## config.mk

```make
export PLATFORM = sky130hd
export DESIGN_NAME = radius_ctrl_flat
export DESIGN_NICKNAME = d
export VERILOG_FILES = /design/src/rtl/radius_ctrl_pkg.sv /design/src/rtl/radius_ctrl_if.sv /design/src/rtl/radius_ctrl_frame_timer.sv /design/src/rtl/radius_ctrl.sv /design/src/flat_wrapper.sv
export SDC_FILE = /design/constraint.sdc
export NUM_CORES = 1
export LEC_CHECK = 0
export ABC_AREA = 1
export CORE_UTILIZATION = 25
export CTS_CLUSTER_SIZE = 28
export DETAILED_ROUTE_END_ITERATION = 7
export SETUP_SLACK_MARGIN = 0.02
export SYNTH_ARGS = -nofsm -noshare
export SYNTH_HDL_FRONTEND = slang
export SYNTH_SLANG_ARGS = --single-unit
```

## constraint.sdc

```tcl
create_clock -name clk -period 1.7 [get_ports clk]
set_input_delay 0.255 -clock clk [delete_from_list [all_inputs] [get_ports clk]]
set_output_delay 0.255 -clock clk [all_outputs]
set_load 0.005 [all_outputs]
```

## src/rtl/radius_ctrl_pkg.sv

```systemverilog
// Shared types and constants for the radius controller and its player-radius datapath.
// Latency: n/a (types and constants only).
// Backpressure: n/a.
// Contents: phase_t enum, RADIUS_W, R_MIN, R_MAX, R_INIT, and the phase_onehot() helper.
package eatup_pkg;

   typedef enum logic [1:0] {MENU = 2'd0, RUN = 2'd1, PAUSE = 2'd2, OVER = 2'd3} phase_t;

   localparam int RADIUS_W = 6;
   localparam logic [RADIUS_W-1:0] R_MIN  = 6'd10;
   localparam logic [RADIUS_W-1:0] R_MAX  = 6'd50;
   localparam logic [RADIUS_W-1:0] R_INIT = 6'd50;

   // Bit order of the result is {over, pause, run, menu}.
   function automatic logic [3:0] phase_onehot(phase_t p);
      return 4'b0001 << p;
   endfunction

endpackage

```

## src/rtl/radius_ctrl_if.sv

```systemverilog
// Player-side bundle between the game logic and radius_ctrl.
// Latency: n/a (wires only).
// Backpressure: none; every request is a one-cycle pulse.
// Modports:
//   master : drives btn_start, btn_pause, frame_tick, eat_req, hit_req and r;
//            observes the phase flags, plus, minus and score.
//   slave  : the controller's view, with the directions reversed.
interface radius_ctrl_if
   import eatup_pkg::*;
#(
   parameter int SCORE_W = 8
) ();
   logic                btn_start;
   logic                btn_pause;
   logic                frame_tick;
   logic                eat_req;
   logic                hit_req;
   logic [RADIUS_W-1:0] r;
   logic                gamemenu;
   logic                gamerun;
   logic                gamepause;
   logic                gameover;
   logic                plus;
   logic                minus;
   logic [SCORE_W-1:0]  score;

   modport master (
      output btn_start, btn_pause, frame_tick, eat_req, hit_req, r,
      input  gamemenu, gamerun, gamepause, gameover, plus, minus, score
   );

   modport slave (
      input  btn_start, btn_pause, frame_tick, eat_req, hit_req, r,
      output gamemenu, gamerun, gamepause, gameover, plus, minus, score
   );
endinterface

```

## src/rtl/radius_ctrl_frame_timer.sv

```systemverilog
// Loadable frame down-counter with an is-zero flag. It steps once per enabled frame_tick and stops at 0.
// Latency: the new count (and the zero flag) is visible one cycle after load or tick.
// Backpressure: none. A load takes priority over a decrement in the same cycle.
// Ports:
//   clk, rst_n : clock and asynchronous active-low reset
//   load, load_val : synchronous load
//   tick, en : decrement qualifiers
//   zero : count == 0
module frame_timer #(
   parameter int W = 5
) (
   input  logic         clk,
   input  logic         rst_n,
   input  logic         load,
   input  logic [W-1:0] load_val,
   input  logic         tick,
   input  logic         en,
   output logic         zero
);
   logic [W-1:0] cnt;

   always_ff @(posedge clk or negedge rst_n) begin
      if (!rst_n)
         cnt <= '0;
      else if (load)
         cnt <= load_val;
      else if (tick && en && (cnt != '0))
         cnt <= cnt - 1'b1;
   end

   assign zero = (cnt == '0);
endmodule

```

## src/rtl/radius_ctrl.sv

```systemverilog
// Game-phase FSM and per-frame grow/shrink arbiter for the player-radius datapath.
// Latency: a plus or minus pulse appears in the cycle after the frame_tick that grants it.
// Backpressure: none. Requests are held in depth-1 pending flags, and repeat requests merge.
// Ports:
//   clk, rst_n : clock and asynchronous active-low reset
//   bus        : radius_ctrl_if.slave (buttons, frame_tick, eat/hit requests, r; phase flags, plus/minus, score)
// Optional: `define AUTO_SHRINK_EN to add an idle-frame auto-shrink request.
//           It arbitrates as a hit-class request.
module radius_ctrl
   import eatup_pkg::*;
#(
   parameter int HIT_COOLDOWN = 30,
   parameter int SCORE_W      = 8,
   parameter int IDLE_FRAMES  = 600
) (
   input  logic         clk,
   input  logic         rst_n,
   radius_ctrl_if.slave bus
);
   localparam int CD_W = $clog2(HIT_COOLDOWN + 1);

   phase_t             state;
   logic [3:0]         phase_oh;
   logic               plus_q, minus_q;
   logic [SCORE_W-1:0] score_q;
   logic               eat_pend, hit_pend;
   logic               rr_hit;     // 1: the hit class wins the next contested grant
   logic               cd_zero;

   logic in_run, tick_run, new_game, hitc_pend, grant_eat, grant_hitc, grant_hit, hit_over, shrink_minus;

   assign in_run   = (state == RUN);
   assign tick_run = in_run && bus.frame_tick;
   assign new_game = (state == MENU) && bus.btn_start;

`ifdef AUTO_SHRINK_EN
   localparam int IDLE_W = $clog2(IDLE_FRAMES + 1);
   logic shrink_pend, idle_zero, grant_shrink, shrink_set;

   assign hitc_pend    = hit_pend || shrink_pend;
   assign grant_shrink = grant_hitc && !hit_pend;          // a real hit beats an idle shrink
   assign shrink_minus = grant_shrink && (bus.r > R_MIN);  // an idle shrink never ends the game
   // The counter runs IDLE_FRAMES-1 .. 0. The tick that finds it at 0 is the IDLE_FRAMES-th idle frame.
   // An eat grant on that same tick restarts the count instead.
   assign shrink_set   = tick_run && idle_zero && !grant_eat;

   frame_timer #(.W(IDLE_W)) u_idle (
      .clk      (clk),
      .rst_n    (rst_n),
      .load     (new_game || grant_eat || shrink_set),
      .load_val (IDLE_W'(IDLE_FRAMES - 1)),
      .tick     (bus.frame_tick),
      .en       (in_run),
      .zero     (idle_zero)
   );
`else
   assign hitc_pend    = hit_pend;
   assign shrink_minus = 1'b0;
`endif

   // Arbitration uses the flags registered before this cycle. A request that arrives with the tick waits.
   assign grant_eat  = tick_run && eat_pend  && (!hitc_pend || !rr_hit);
   assign grant_hitc = tick_run && hitc_pend && (!eat_pend  ||  rr_hit);
   assign grant_hit  = grant_hitc && hit_pend;
   assign hit_over   = grant_hit && (bus.r <= R_MIN);

   // Cooldown is cleared at game start and reloaded by a survivable hit.
   // A load wins over the decrement, so the loading tick does not count down.
   frame_timer #(.W(CD_W)) u_cool (
      .clk      (clk),
      .rst_n    (rst_n),
      .load     (new_game || (grant_hit && !hit_over)),
      .load_val (new_game ? '0 : CD_W'(HIT_COOLDOWN)),
      .tick     (bus.frame_tick),
      .en       (in_run),
      .zero     (cd_zero)
   );

   always_ff @(posedge clk or negedge rst_n) begin
      if (!rst_n) begin
         state    <= MENU;
         phase_oh <= phase_onehot(MENU);
         plus_q   <= 1'b0;
         minus_q  <= 1'b0;
         score_q  <= '0;
         eat_pend <= 1'b0;
         hit_pend <= 1'b0;
         rr_hit   <= 1'b0;
`ifdef AUTO_SHRINK_EN
         shrink_pend <= 1'b0;
`endif
      end else begin
         plus_q  <= grant_eat && (bus.r < R_MAX);
         minus_q <= (grant_hit && !hit_over) || shrink_minus;

         if (tick_run && eat_pend && hitc_pend)
            rr_hit <= !rr_hit;
         if (grant_eat && (score_q != '1))
            score_q <= score_q + 1'b1;

         // A clear from a grant comes first, so a request in the same cycle re-arms the flag.
         if (grant_eat)                       eat_pend <= 1'b0;
         if (in_run && bus.eat_req)           eat_pend <= 1'b1;
         if (grant_hit)                       hit_pend <= 1'b0;
         if (in_run && bus.hit_req && cd_zero) hit_pend <= 1'b1;
`ifdef AUTO_SHRINK_EN
         if (grant_shrink)                    shrink_pend <= 1'b0;
         if (shrink_set)                      shrink_pend <= 1'b1;
`endif

         // Phase changes come last, so their flag clears override the latching above.
         case (state)
            MENU: if (bus.btn_start) begin
               state    <= RUN;
               phase_oh <= phase_onehot(RUN);
               score_q  <= '0;
               eat_pend <= 1'b0;
               hit_pend <= 1'b0;
`ifdef AUTO_SHRINK_EN
               shrink_pend <= 1'b0;
`endif
            end
            RUN: if (hit_over) begin
               state    <= OVER;
               phase_oh <= phase_onehot(OVER);
               eat_pend <= 1'b0;
               hit_pend <= 1'b0;
`ifdef AUTO_SHRINK_EN
               shrink_pend <= 1'b0;
`endif
            end else if (bus.btn_pause) begin
               state    <= PAUSE;
               phase_oh <= phase_onehot(PAUSE);
            end
            PAUSE: if (bus.btn_start) begin
               state    <= MENU;
               phase_oh <= phase_onehot(MENU);
               eat_pend <= 1'b0;
               hit_pend <= 1'b0;
`ifdef AUTO_SHRINK_EN
               shrink_pend <= 1'b0;
`endif
            end else if (bus.btn_pause) begin
               state    <= RUN;
               phase_oh <= phase_onehot(RUN);
            end
            OVER: if (bus.btn_start) begin
               state    <= MENU;
               phase_oh <= phase_onehot(MENU);
            end
            default: begin
               state    <= MENU;
               phase_oh <= phase_onehot(MENU);
            end
         endcase
      end
   end

   assign bus.gamemenu  = phase_oh[0];
   assign bus.gamerun   = phase_oh[1];
   assign bus.gamepause = phase_oh[2];
   assign bus.gameover  = phase_oh[3];
   assign bus.plus      = plus_q;
   assign bus.minus     = minus_q;
   assign bus.score     = score_q;
endmodule

```

## src/flat_wrapper.sv

```systemverilog
// flat-port wrapper written by rule: the top's interface ports become plain ports
module radius_ctrl_flat import eatup_pkg::*;
#(
   parameter int HIT_COOLDOWN = 30,
   parameter int SCORE_W      = 8,
   parameter int IDLE_FRAMES  = 600
)
  (clk, rst_n, bus_btn_start, bus_btn_pause, bus_frame_tick, bus_eat_req, bus_hit_req, bus_r, bus_gamemenu, bus_gamerun, bus_gamepause, bus_gameover, bus_plus, bus_minus, bus_score);
  radius_ctrl_if #(.SCORE_W(SCORE_W)) bus_i ();
  input  logic clk;
  input  logic rst_n;
  input wire logic [$bits(bus_i.btn_start)-1:0] bus_btn_start;
  input wire logic [$bits(bus_i.btn_pause)-1:0] bus_btn_pause;
  input wire logic [$bits(bus_i.frame_tick)-1:0] bus_frame_tick;
  input wire logic [$bits(bus_i.eat_req)-1:0] bus_eat_req;
  input wire logic [$bits(bus_i.hit_req)-1:0] bus_hit_req;
  input wire logic [$bits(bus_i.r)-1:0] bus_r;
  output wire logic [$bits(bus_i.gamemenu)-1:0] bus_gamemenu;
  output wire logic [$bits(bus_i.gamerun)-1:0] bus_gamerun;
  output wire logic [$bits(bus_i.gamepause)-1:0] bus_gamepause;
  output wire logic [$bits(bus_i.gameover)-1:0] bus_gameover;
  output wire logic [$bits(bus_i.plus)-1:0] bus_plus;
  output wire logic [$bits(bus_i.minus)-1:0] bus_minus;
  output wire logic [$bits(bus_i.score)-1:0] bus_score;
  assign bus_i.btn_start = bus_btn_start;
  assign bus_i.btn_pause = bus_btn_pause;
  assign bus_i.frame_tick = bus_frame_tick;
  assign bus_i.eat_req = bus_eat_req;
  assign bus_i.hit_req = bus_hit_req;
  assign bus_i.r = bus_r;
  assign bus_gamemenu = bus_i.gamemenu;
  assign bus_gamerun = bus_i.gamerun;
  assign bus_gamepause = bus_i.gamepause;
  assign bus_gameover = bus_i.gameover;
  assign bus_plus = bus_i.plus;
  assign bus_minus = bus_i.minus;
  assign bus_score = bus_i.score;
  radius_ctrl #(.HIT_COOLDOWN(HIT_COOLDOWN), .SCORE_W(SCORE_W), .IDLE_FRAMES(IDLE_FRAMES)) u_core (.clk(clk), .rst_n(rst_n), .bus(bus_i));
endmodule
```

[After elaboration in Yosys (flattened, before gate mapping)]
Index checks and enable logic that the tools add are counted.
Storage, ports and cells
  register bits after elaboration: 24
  word-level logic and storage cells: 80
  output and inout port bits: 14
  input port bits: 13
Cells by class
  add/subtract/negate cells: 2
  magnitude comparators: 2
  multiplexer cells: 30
  reduce and logical (&&, ||, !) cells: 29
  equal/unequal tests: 8
Operators by type and width (number)
  two-way mux 4 bit: 6
  two-way mux 8 bit: 3
  logical AND 1 bit: 16
  one-hot mux 4 bit (4 select lines): 1
  two-way mux 5 bit: 3
  two-way mux 2 bit: 6
  adder 8 x 1 -> 8 bit, second input constant: 1
  two-way mux 1 bit: 8
  != test 8 bit, second input constant: 1
  one-hot mux 2 bit (4 select lines): 1
  less-or-equal comparator 6 x 4 -> 1 bit, second input constant: 1
  less-than comparator 6 bit, second input constant: 1
  != test 3 bit, second input constant: 2
  zero test 5 bit: 1
  nonzero test 5 bit: 1
  subtractor 5 x 1 -> 5 bit, second input constant: 1
  == test 2 bit, second input constant: 2
  zero test 1 bit: 4
  != test 2 bit, second input constant: 2
  one-hot mux 1 bit (2 select lines): 2
  AND reduction 4 bit: 1
  logical OR 1 bit: 3
  == test 2 x 1 -> 1 bit, second input constant: 1
  zero test 2 bit: 1
  other kinds (2): 2

[Depth between registers and ports, before layout]
  depth in word-level cells: 10
  depth in mapped cells: 11
  mapped depth without buffers: 11

[Hierarchy]
A second synthesis with hierarchy kept.
Second synthesis, totals
  cell total of the unflattened synthesis: 194
  area total of the unflattened synthesis: 1472.7 um^2
Modules (own cells, without submodules)
  radius_ctrl: area each 1129.8 um^2, times used 1, seq. area each 476.7 um^2, cells each 146
  frame_timer: area each 342.8 um^2, times used 1, seq. area each 125.1 um^2, cells each 48

[Worst setup path before layout]
Ideal clock, no wire load.
  kind: flip-flop to flip-flop
  start point: register u_core.score_q[0], in the netlist u_core.bus.score[0]
  end point: register u_core.score_q[4], in the netlist u_core.bus.score[4]
  period minus slack after synthesis: 1382 ps
  data required time: 1627 ps
  arrival time: 1309 ps
  buffers on the path: 1
  stages on the path, launching flop included: 9
  setup slack: 318 ps
  setup time: 73 ps
  cells stage by stage: dfrtp_1 -> ha_1 -> nand2_1 -> nor2_1 -> nand4_1 -> nand2_2 -> buf_6 -> or2_0 -> a21oi_2
On the way
  word-level cells in the longest chain between the ends: 5
  elaborated cells between the ends (all ways): 6
  classes of those cells: 1 x add/sub; 1 x eq/ne; 3 x mux; 1 x reduce/logical
Ends and longest elaborated chain
  start: declaration: line radius_ctrl.sv:25  | logic [SCORE_W-1:0] score_q;
  start signal: assignment: line radius_ctrl.sv:99  | score_q <= score_q + 1'b1;
  parallel branches: the longest is 2 deep, another holds adder 8 x 1 -> 8 bit
  two-way mux 8 bit (*): line radius_ctrl.sv:98  | if (grant_eat && (score_q != '1))
  two-way mux 8 bit: line radius_ctrl.sv:113  | MENU: if (bus.btn_start) begin
  two-way mux 8 bit (*): line radius_ctrl.sv:112  | case (state)
Mark *: on every way between the ends.
A chain may end at the register's enable or synchronous reset.

[Worst setup path in the final report]
  start point: register u_core.phase_oh[0]
  end point: output bus_gamemenu
RTL lines
  start: declaration: line radius_ctrl.sv:23  | logic [3:0] phase_oh;
  start signal: assignment: line radius_ctrl.sv:82  | phase_oh <= phase_onehot(MENU);
  start signal: assignment: line radius_ctrl.sv:115  | phase_oh <= phase_onehot(RUN);
  start signal: assignment: line radius_ctrl.sv:125  | phase_oh <= phase_onehot(OVER);
  end: declaration: line flat_wrapper.sv:18  | output wire logic [$bits(bus_i.gamemenu)-1:0] bus_gamemenu;
No word-level cell between the ends.

==> results by group <==
GRT
  • Vias in the first global route: ~1200
  • M2 GR Usage: 19.15%
  • First-pass GRT wire length: ~5000 um
  • Grt met1 use: between 10% and 20%
  • Pin count of the biggest net entering global routing: 25
  • Grt ovf: 0
  • GRT Total Usage: 11.49%
  • Initial antenna violation count: 0
  • Met3 Usage GRT: under 10%
  • Most Crowded Layer GR: met2

STA
  • Unrepaired setup endpoints after global routing: false
  • Minimum clock period: 1.546 ns
  • Worst Skew: between 0.005 and 0.006 ns
  • Final setup violation count: 0
  • Worst slew margin: between 70 and 80%
  • Fmax: approximately 650 MHz
  • Final Hold Viols: 0
  • Slew @ Worst Pin: 0.3319 ns
  • Fin crit share: 90.91%
  • Slew Limit Fails: 0
  • Fin worst setup slack: roughly 0.15 ns

Run status
  • Run status: complete, no violations

Logic synthesis
  • EDFF count, synth: 0
  • Synth Area per Inst: between 7 and 8 um^2
  • Top-count cell post-synth: nand2_1
  • Main synth FF type: dfrtp_1
  • Synth top area cells: dfrtp_1, nand2_1, inv_1
  • Asr flop ratio synth: 100.0%
  • Top cells by count, synth: nand2_1, inv_1, dfrtp_1, nor2_1, o21ai_0
  • Post-Synthesis Cells: roughly 180
  • Mapped Area: around 0.0014 mm^2
  • Largest area contributor in the synthesized netlist: dfrtp_1
  • Number of synthesized register bits: 24
  • Synth top area share: 42.47%
  • YS warnings: 0
  • Yosys cell types: 26
  • Syn_nets: approximately 190
  • Seq/Total Area, Yosys: roughly 44%

Power and ir drop
  • Power per cell area: ~1200 mW/mm^2
  • Leak Pwr: slightly below 0.0009 uW
  • Max VDD drop: roughly 0.43 mV

Placement
  • Buffers on Ports: 26
  • Placer Congestion: slightly below 0.8
  • Pre-CTS setup slack: -0.07087 ns
  • Placed cells: 286
  • Detailed placement HPWL: between 2000 and 2500 um

Drt
  • Drt drc: 0
  • Routed WL per cell: 9.828 um
  • DR vias: 1214
  • DR pass1 iterations: 4
  • Routed WL: between 2000 and 3000 um
  • Vias per cell: roughly 4.2
  • Antenna-violating nets left: 0
  • Drt initial violations: 67

Critical path
  • WP data arrival: ~1.3 ns
  • CP max FO: 2
  • Worst-path cell chain: clkdlybuf4s50_1
  • CP endpoint kind: output port
  • Setup crit start kind: flip-flop
  • Crit path largest cell delay: between 0.5 and 0.6 ns
  • Critical Path RT: 1.44 ns
  • WS Path Type: flip-flop to output port
  • Delay-heaviest family, CP: flip-flops
  • Critical path buffers and inverters: 1
  • Slowest cell on the critical path: dfstp_2

Floorplan
  • Initial Util: a little over a quarter
  • Die extent in x: 75.62 um
  • Core box area: 0.005172 mm^2
  • Die height: between 70 and 80 um
  • Die area: ~0.0057 mm^2
  • Row count: 26
  • Ports: 27

CTS
  • Sink Count: 24
  • CTS tree: built
  • Clk Latency, worst-skew pair: 0.27 ns
  • Hold_buf cts: 0
  • CTS clk-pin slew, worst paths: around 0.090 ns
  • H-tree depth: 1
  • CTS Buffer Depth: 2
  • Total CTS buffers: 3
  • Clk root buf: clkbuf_8

Finish
  • ANT cells: 0
  • Layout cells sized above 1: between 10% and 20%
  • Non-filler instance count after layout: 290
  • Final Util: roughly 36%
  • Nets: about 240
  • Synthesis-to-layout area growth: 36.66%

Job
  • Max Cap Viol: 0

Min path
  • Worst Hold Class: input port to asynchronous set/reset pin
[power by group]
group / total (uW) / internal (uW) / switching [uW] / leakage [uW]
clock: 393 / 207 / 186 / 0.0000288
combinational: 1010 / 477 / 530 / 0.000545
sequential: 864 / 743 / 121 / 0.000319
[layout by cell type (no fill, tap or decap), drive strengths merged]
master and n:
nand2 55, nand3 12, dfstp 1, inv 28, nor2 18, nand4 4
a22oi 2, o21ai 11, o21bai 3, dfrtp 23, a21oi 5, or2 2
clkdlybuf4s50 26, nand3b 1, ha 3, buf 13, xnor2 1, nor3 2
clkbuf 4, a31oi 1, xor2 5
[layer usage]
metal / wire (um) / part of all wire (%) / vias up
met4: 20 / 0.70 / 0
met1: 1434 / 50 / 537
met2: 1279 / 45 / 28
met5: 0 / 0 / -
met3: 117 / 4.1 / 4
li1: - / - / 645
[stage by stage]
step	cell area, um^2	TNS, ns	power [uW]	hold slack (ns)
after floorplan	1355	0	1479	-0.04059
after global placement	1789	-0.3686	1860	0.4513
after detailed placement	1789	-0.3264	1885	0.4529
after CTS	1844	0	2291	0.3572
after global routing	1852	0	2485	0.3688
final	1852	0	2262	0.3415
[registers in the layout, indices dropped and copies added, names as in the netlist]
name / cells
u_core.rr_hit: 1
u_core.phase_oh: 4
u_core.eat_pend: 1
u_core.u_cool.cnt: 5
u_core.state: 2
u_core.bus.plus: 1
u_core.hit_pend: 1
u_core.bus.score: 8
u_core.bus.minus: 1
[cell families (layout without fill, tap and decap cells)]
family	Yosys count	after routing	synth area share [%]
compound gates	22	22	9.418
fa+ha+maj	3	3	2.770
xor+xnor	6	6	3.878
flops	24	24	44.41
buf+inv	29	71	8.587
simple gates	94	94	30.93
[layout make-up]
cell class,instances,area [um^2]
Fill cell,541,3321
Multi-Input combinational cell,125,644.4
Sequential cell,24,601.8
Timing Repair Buffer,39,357.8
Inverter,28,105.1
Tap cell,70,87.58
Clock buffer,4,55.05
[worst paths after layout]
path                                                start                        endpoint  slack, ns  cells after the start
min                                                 rst_n   u_core.bus.score[3]$_DFF_PN0_       0.34                      2
max reg2reg                 u_core.bus.score[0]$_DFF_PN0_   u_core.bus.score[1]$_DFF_PN0_       0.19                      9
min reg2reg                u_core.phase_oh[0]$_DFFE_PN1P_  u_core.phase_oh[0]$_DFFE_PN1P_       0.46                      2
max in group asynchronous                           rst_n  u_core.phase_oh[0]$_DFFE_PN1P_       1.07                      2
max                        u_core.phase_oh[0]$_DFFE_PN1P_                    bus_gamemenu       0.15                      1
min in group clk           u_core.phase_oh[0]$_DFFE_PN1P_  u_core.phase_oh[0]$_DFFE_PN1P_       0.46                      2
[repair_timing]
action | in CTS | in global routing
setup endpoints to repair | 0 | 7
gates resized for setup | 0 | 2
buffers inserted | 0 | 0
Note: power is estimated with default switching activity, not from simulation.
